## src/rtl/gold_coin_ctrl.sv

```systemverilog
// Gold-coin sprite controller: tracks the coin's screen position, maps the raster
// to sprite-relative offsets, and runs the collect / hide / respawn cycle.
module gold_coin_ctrl #(
  parameter int          OBJECT_WIDTH_X = 32,
  parameter int          OBJECT_HEIGHT_Y = 32,
  parameter int          INIT_X = 288,
  parameter int          INIT_Y = 224,
  parameter int          RESPAWN_FRAMES = 120,
  parameter logic [15:0] LFSR_SEED = 16'hACE1
) (
  input  logic        clk,
  input  logic        reset,
  input  logic [10:0] pixelX,
  input  logic [10:0] pixelY,
  input  logic        startOfFrame,
  input  logic        collision,
  output logic [10:0] offsetX,
  output logic [10:0] offsetY,
  output logic        InsideRectangle,
  output logic        gold_ena,
  output logic        score_pulse,
  output logic [10:0] topLeftX,
  output logic [10:0] topLeftY
);

  typedef enum logic {ST_VISIBLE, ST_WAIT} state_t;

  state_t      r_state;
  logic [15:0] r_lfsr;
  logic [7:0]  r_cnt;
  logic [10:0] r_tlx;
  logic [10:0] r_tly;
  logic [10:0] r_offx;
  logic [10:0] r_offy;
  logic        r_inside;
  logic        r_ena;
  logic        r_score;

  logic [15:0] w_lfsr_next;
  logic [10:0] w_right;
  logic [10:0] w_bottom;
  logic        w_inside;

  // Galois right-shift, taps 16'hB400; only stepped on startOfFrame below.
  assign w_lfsr_next = {1'b0, r_lfsr[15:1]} ^ (r_lfsr[0] ? 16'hB400 : 16'h0000);

  assign w_right  = r_tlx + 11'(OBJECT_WIDTH_X);
  assign w_bottom = r_tly + 11'(OBJECT_HEIGHT_Y);
  assign w_inside = (pixelX >= r_tlx) && (pixelX < w_right) &&
                    (pixelY >= r_tly) && (pixelY < w_bottom);

  always_ff @(posedge clk or posedge reset) begin
    if (reset) begin
      r_offx   <= '0;
      r_offy   <= '0;
      r_inside <= 1'b0;
    end else begin
      r_inside <= w_inside;
      r_offx   <= w_inside ? (pixelX - r_tlx) : 11'd0;
      r_offy   <= w_inside ? (pixelY - r_tly) : 11'd0;
    end
  end

  always_ff @(posedge clk or posedge reset) begin
    if (reset) begin
      r_state <= ST_VISIBLE;
      r_lfsr  <= LFSR_SEED;
      r_cnt   <= '0;
      r_tlx   <= 11'(INIT_X);
      r_tly   <= 11'(INIT_Y);
      r_ena   <= 1'b0;
      r_score <= 1'b0;
    end else begin
      r_score <= 1'b0;
      if (startOfFrame) begin
        r_lfsr <= w_lfsr_next;
      end
      case (r_state)
        ST_VISIBLE: begin
          // A collision on a frame boundary wins; that frame is not counted.
          if (collision) begin
            r_score <= 1'b1;
            r_ena   <= 1'b1;
            r_cnt   <= 8'(RESPAWN_FRAMES);
            r_state <= ST_WAIT;
          end
        end
        ST_WAIT: begin
          if (startOfFrame) begin
            if (r_cnt > 8'd1) begin
              r_cnt <= r_cnt - 8'd1;
            end else begin
              r_state <= ST_VISIBLE;
              r_ena   <= 1'b0;
              r_tlx   <= 11'd32 + {2'b00, w_lfsr_next[7:0], 1'b0};
              r_tly   <= 11'd32 + {3'b000, w_lfsr_next[15:8]};
            end
          end
        end
        default: r_state <= ST_VISIBLE;
      endcase
    end
  end

  assign offsetX         = r_offx;
  assign offsetY         = r_offy;
  assign InsideRectangle = r_inside;
  assign gold_ena        = r_ena;
  assign score_pulse     = r_score;
  assign topLeftX        = r_tlx;
  assign topLeftY        = r_tly;

endmodule

```

## config.mk

```make
export PLATFORM = sky130hd
export DESIGN_NAME = gold_coin_ctrl
export DESIGN_NICKNAME = d
export VERILOG_FILES = /design/src/rtl/gold_coin_ctrl.sv
export SDC_FILE = /design/constraint.sdc
export NUM_CORES = 1
export LEC_CHECK = 0
export CORE_MARGIN = 1.5
export CORE_UTILIZATION = 47
export DETAILED_ROUTE_END_ITERATION = 10
export HOLD_SLACK_MARGIN = 0.15
export PLACE_DENSITY = 0.78
export SLEW_MARGIN = 20
export SYNTH_ARGS = -nofsm -noshare
export SYNTH_HDL_FRONTEND = slang
export SYNTH_SLANG_ARGS = --single-unit
```

## constraint.sdc

```tcl
create_clock -name clk -period 2.35 [get_ports clk]
set_clock_uncertainty 0.05 [all_clocks]
set_input_delay 0.235 -clock clk [delete_from_list [all_inputs] [get_ports clk]]
set_output_delay 0.235 -clock clk [all_outputs]
set_load 0.02 [all_outputs]
```

== Word-level counts from Yosys, hierarchy flattened ==
Index checks and enable logic that the tools add are counted.

* ROM bits: 0
* Output and inout bits: 47
* Latch bits: 0
* Memories kept: 0
* Input port bits: 26
* Register bits: 72
* RAM bits: 0

* Order comparisons: 5
* Add/sub/neg operators: 7
* Multipliers: 0
* Shift operators: 0
* Bitwise logic cells: 3
* Divide/modulo/power cells: 0
* Mux-type cells: 16
* Reduce and logical (&&, ||, !) cells: 6
* Equality and inequality tests: 4

{| class="wikitable"
|+ Operators by type and width
! operator !! count
|-
| $mux 8 || 3
|-
| $add 11x6->11 const B || 2
|-
| $ge 11x11->1 || 2
|-
| $lt 11x11->1 || 2
|-
| $mux 11 || 2
|-
| $sub 11x11->11 || 2
|-
| $mux 16 || 1
|-
| $pmux 8 s2 || 1
|-
| $xor 15x16->16 || 1
|-
| $add 6x9->10 const A || 1
|-
| $add 6x8->9 const A || 1
|-
| $reduce_and 3->1 || 3
|-
| $gt 8x1->1 const B || 1
|-
| $sub 8x1->8 const B || 1
|-
| $mux 1 || 7
|-
| $ne 2x2->1 const B || 3
|-
| $pmux 1 s2 || 2
|-
| $logic_and 1x1->1 || 3
|-
| $ne 2x1->1 const B || 1
|-
| $not 1->1 || 2
|}

== Depth between registers and ports, before layout ==
Gate-level depths: netlist of the first run.

* Depth after elaboration: 6
* Depth in mapped cells: 11
* Depth with buffers taken out: 10

== Worst setup path before layout of the first run ==
Ideal clock, no wire load.

* Kind: register to register
* Start point: register r_tlx[5] (netlist: topLeftX[5])
* End point: register r_offy[4] (netlist: offsetY[4])
* Setup slack: -0.113 ns
* Stages on the path, launching flop included: 12
* Data required time: 2.220 ns
* Period minus slack after synthesis: 2.463 ns
* Library setup time: 0.080 ns
* Arrival: 2.333 ns
* Cells stage by stage: dfstp_2 ha_1 nand3_1 xnor2_1 ha_1 a21oi_1 nand2_1 a221oi_2 o31a_2 o211ai_4 buf_6 nor3_4

* Word-level cells in the longest chain between the ends: 6

{| class="wikitable"
|+ Ends and longest elaborated chain
! item !! RTL line !! source
|-
| from (decl) || 31 || <nowiki>logic [10:0] r_tlx;</nowiki>
|-
| from (signal assigned) || 69 || <nowiki>r_tlx <= 11'(INIT_X);</nowiki>
|-
| from (signal assigned) || 95 || <nowiki>r_tlx <= 11'd32 + {2'b00, w_lfsr_next[7:0], 1'b0};</nowiki>
|-
| $add 11x6->11 || 47 || <nowiki>assign w_right = r_tlx + 11'(OBJECT_WIDTH_X);</nowiki>
|-
| $lt 11x11->1 || 49 || <nowiki>assign w_inside = (pixelX >= r_tlx) && (pixelX < w_right) &&</nowiki>
|-
| $logic_and 1x1->1 (*) (2 in series) || 49 ||
|-
| $logic_and 1x1->1 (*) || 50 || <nowiki>(pixelY >= r_tly) && (pixelY < w_bottom);</nowiki>
|-
| $mux 11 (*) || 60 || <nowiki>r_offy <= w_inside ? (pixelY - r_tly) : 11'd0;</nowiki>
|-
| to (signal assigned) || 60 ||
|-
| to (decl) || 34 || <nowiki>logic [10:0] r_offy;</nowiki>
|}

Mark *: on every way between the ends. The rest lies on a longest branch, timed or not.
A chain may end at the register's enable or synchronous reset.

== Worst setup path after layout of the first run ==
* Start point: register r_tlx[5] (netlist: topLeftX[5])
* End point: register r_offy[6] (netlist: offsetY[6])

Same word-level chain as after synthesis.

==> metrics.md, run 1 <==
| Metric | Value |
|---|---|
| GPL Wtd Cong | 0.9287 |
| Standard-cell rows | 32 |
| DRT Wirelength | 8496 µm |
| Yosys warning count | 0 |
| TritonCTS buffer count | 9 |
| Min-Delay Path Class | in2async |
| Maximum clock path buffer count | 2 |
| Category of the most critical setup path | reg2reg |
| Hold Buf Count CTS | 0 |
| Number of levels in the clock H-tree | 3 |
| Synthesized netlist cell count | 390 |
| Number of distinct standard cells referenced by the synthesized netlist | 54 |
| Wire length per cell | 13.88 µm |
| Fin crit share | 106.8% |
| Post-Layout Cell Count | 612 |
| Die boundary height | 93.64 µm |
| Critical Path RT | 2.58 ns |
| Worst setup EP type | register |
| Register-to-register setup slack | -0.16 ns |
| Number of nets in the final layout | 567 |
| DIE WIDTH | 93.64 µm |
| Number of enable-type register cells in the synthesized netlist | 0 |
| Highest cell delay on the worst timing path | 0.56 ns |
| GR Overflow Total | 0 |
| Top library cells by usage in the layout, fill and taps aside | 68 x sky130_fd_sc_hd__clkdlybuf4s50_1, 55 x sky130_fd_sc_hd__dfrtp_1, 44 x sky130_fd_sc_hd__buf_4, 43 x sky130_fd_sc_hd__nor2_1, 36 x sky130_fd_sc_hd__nand2_1 |
| Input/output buffers | 68 |
| Max IR drop VDD | 0.6488 mV |
| Detailed-router iteration count before antenna repair | 4 |
| # diodes | 0 |
| Detailed Route Iter0 Violations | 112 |
| Clock sink count | 68 |
| Maximum net fanout on the critical path | 4 |
| Total count of hold-check failures in the final report | 0 |
| Dpl hpwl | 6366 µm |
| Share of post-route cells with drive strength above 1 | 21.76% |
| Clk Latency, worst-skew pair | 0.34 ns |
| Peak Freq | 398.3 MHz |
| Count of boundary I/O pins | 73 |
| RSZ-0062 raised after global routing | yes |
| Synth Cell Area | 3861 µm² |
| Initial standard-cell utilization of the core | 49.20% |
| MaxCap Viol Count | 0 |
| Vias/cell | 5.155 |
| Area Overhead vs Synth | 36.62% |
| Flip-flop cell with the highest count after synthesis | sky130_fd_sc_hd__dfrtp_1 |
| Total routing usage reported by global routing | 20.69% |
| Antenna violations before repair | 0 |
| Setup violation total in the final timing report | 22 |
| Leading cell type in the layout, fill and taps excluded | sky130_fd_sc_hd__clkdlybuf4s50_1 |
| Slowest library cell on the worst path | sky130_fd_sc_hd__dfstp_2 |
| Proportion of synthesized flip-flops having asynchronous set or reset | 100.0% |
| Number of global-route vias before repair | 3188 |
| Clock transition at the registers of the reported paths | 0.07 ns |
| Status | complete, but fails checks |
| Max Transition Viols Final | 0 |
| Pin count of the biggest net entering global routing | 69 |
| Post-layout minimum cycle time | 2.511 ns |
| Sort of element at the start of the critical path | register |
| Clk root buf | sky130_fd_sc_hd__clkbuf_8 |
| Worst setup slack after placement | -0.2781 ns |
| Vias after detailed routing | 3155 |
| CP Cell Sequence | ha_4, nand3_4, xnor2_2, ha_1, a21oi_1, nand2_1, a221oi_2, o31a_2, o211ai_4, buf_4, buf_6, nor2_4 |
| Register bit total from synthesis | 68 |
| Worst setup margin | -0.1609 ns |
| Failing checks | negative setup slack |
| TritonCTS clock tree | yes |
| Number of cells in the design after placement | 593 |
| Die outline area | 8768 µm² |
| Remaining antenna violation count | 0 |
| Data arrival time of the worst path | 2.74 ns |
| First-pass GRT wire length | 14290 µm |
| Power density over the cells | 1188 nW/µm² |
| DRC violation count after routing | 0 |
| Setup Total Neg Slack | -2.156 ns |
| Core footprint | 7848 µm² |
| Mean area per synthesized cell | 9.901 µm² |
| Static leakage | 2.425 nW |
| Sequential fraction of the synthesis area | 44.49% |
==> worst max-delay path, delay by kind of cell, from the launching register on <==
kind | cells | cell delay (ns)
xor gates and xnor gates | 1 | 0.14
buffers and inverters | 2 | 0.28
DFF | 1 | 0.56
and+or+nand+nor | 3 | 0.24
adders and majority gates | 2 | 0.48
AOI/OAI and AO/OA | 4 | 0.71
==> flip-flops by register name, indices dropped and copies added, names as in the netlist <==
name             cells
offsetX             11
topLeftY             9
score_pulse          1
offsetY             11
gold_ena             1
r_cnt                8
topLeftX             9
r_lfsr              16
InsideRectangle      1
r_state              1
==> per-stage QoR <==
step	hold slack, ns	power, mW	area, µm²	util, %
5_1_grt	0.2585	6.731	5275	67.22
4_1_cts	0.2328	6.178	5205	66.33
3_5_place_dp	0.4197	5.082	4970	63.33
3_3_place_gp	0.4131	4.961	4970	63.33
6_report	0.2231	6.267	5275	67.22
2_1_floorplan	0.2912	3.855	3890	-
==> synthesized netlist by cell type, types with 2 or more instances <==
master / number / area, µm²
sky130_fd_sc_hd__dfrtp_1: 55 / 1376
sky130_fd_sc_hd__nor2_1: 45 / 168.9
sky130_fd_sc_hd__nand2_1: 36 / 135.1
sky130_fd_sc_hd__ha_1: 34 / 425.4
sky130_fd_sc_hd__inv_1: 32 / 120.1
sky130_fd_sc_hd__a21oi_1: 21 / 105.1
sky130_fd_sc_hd__o21ai_0: 21 / 105.1
sky130_fd_sc_hd__xnor2_1: 19 / 166.4
sky130_fd_sc_hd__nand3_1: 14 / 70.07
sky130_fd_sc_hd__dfstp_2: 13 / 341.6
sky130_fd_sc_hd__mux2_2: 13 / 146.4
sky130_fd_sc_hd__xor2_1: 10 / 87.58
sky130_fd_sc_hd__buf_4: 5 / 37.54
sky130_fd_sc_hd__a211oi_1: 4 / 30.03
sky130_fd_sc_hd__a21o_1: 4 / 30.03
sky130_fd_sc_hd__nand4_1: 4 / 25.02
sky130_fd_sc_hd__nor3_1: 4 / 20.02
sky130_fd_sc_hd__buf_2: 3 / 15.01
sky130_fd_sc_hd__clkbuf_1: 3 / 11.26
sky130_fd_sc_hd__mux2i_1: 3 / 30.03
sky130_fd_sc_hd__nand2b_1: 3 / 18.77
sky130_fd_sc_hd__nor4_1: 3 / 18.77
sky130_fd_sc_hd__o21a_1: 3 / 22.52
sky130_fd_sc_hd__a31oi_1: 2 / 12.51
sky130_fd_sc_hd__and3_1: 2 / 12.51
sky130_fd_sc_hd__fa_1: 2 / 40.04
sky130_fd_sc_hd__o211ai_1: 2 / 15.01
sky130_fd_sc_hd__o21bai_1: 2 / 15.01
sky130_fd_sc_hd__or2_2: 2 / 12.51
sky130_fd_sc_hd__or3_1: 2 / 12.51
==> path summary, 6_finish.rpt <==
check	start	depth (start not counted)	end
min in group clk	gold_ena$_DFFE_PP0P_	2	gold_ena$_DFFE_PP0P_
min	reset	3	r_lfsr[4]$_DFFE_PP0P_
max in group asynchronous	reset	3	r_lfsr[11]$_DFFE_PP1P_
max reg2reg	topLeftX[5]$_DFFE_PP1P_	12	offsetY[6]$_DFF_PP0_
max	topLeftX[5]$_DFFE_PP1P_	12	offsetY[6]$_DFF_PP0_
min reg2reg	gold_ena$_DFFE_PP0P_	2	gold_ena$_DFFE_PP0P_
==> routing by layer <==
layer	share of wire (%)	routed length, µm	track usage (%)	vias to the layer above
met2	49	4189	36.05	98
li1	-	-	-	1556
met3	4.5	386	3.171	29
met5	0	0	0	-
met4	3.3	277	10.07	0
met1	43	3643	24.82	1472
==> kinds of logic (layout without fill, tap and decap cells) <==
group / count (synthesis) / after routing / synth area share (%)
compound gates: 71 / 71 / 12.12
xor+xnor: 29 / 29 / 6.578
fa+ha+maj: 36 / 36 / 12.05
buf+inv: 46 / 163 / 5.282
flops: 68 / 68 / 44.49
mux: 16 / 16 / 4.569
other cells: 1 / 4 / 0.09712
simple gates: 123 / 123 / 14.81
==> layout make-up <==
type / count / area [µm²]
inverter: 32 / 120.1
sequential: 68 / 1718
multi-input combinational: 279 / 2022
timing repair buffer: 115 / 1062
tap: 102 / 127.6
clock buffer: 10 / 137.6
fill: 618 / 2572
clock inverter: 6 / 87.58
==> repair_timing <==
| item | CTS | global route |
|---|---|---|
| pin swaps | 0 | 3 |
| buffers inserted | 1 | 2 |
| hold endpoints to repair | 0 | 0 |
| cloned | 0 | 0 |
| setup endpoints to repair | 21 | 24 |
| resized for setup | 1 | 11 |
==> power by group <==
group	switching, mW	internal [mW]	total (mW)
clock	0.442	0.626	1.07
combinational	1.63	1.62	3.24
sequential	0.339	1.62	1.95
total	2.41	3.86	6.27
(Power assumes the default switching activity.)
==> run 2: changes to the inputs <==
--- a/config.mk
+++ b/config.mk
@@ -10,7 +10,6 @@
 export DETAILED_ROUTE_END_ITERATION = 10
 export HOLD_SLACK_MARGIN = 0.15
 export PLACE_DENSITY = 0.78
-export SLEW_MARGIN = 20
 export SYNTH_ARGS = -nofsm -noshare
 export SYNTH_HDL_FRONTEND = slang
 export SYNTH_SLANG_ARGS = --single-unit
==> results of run 2 <==
No change in the layout: final DEF, timing and power equal those of run 1.
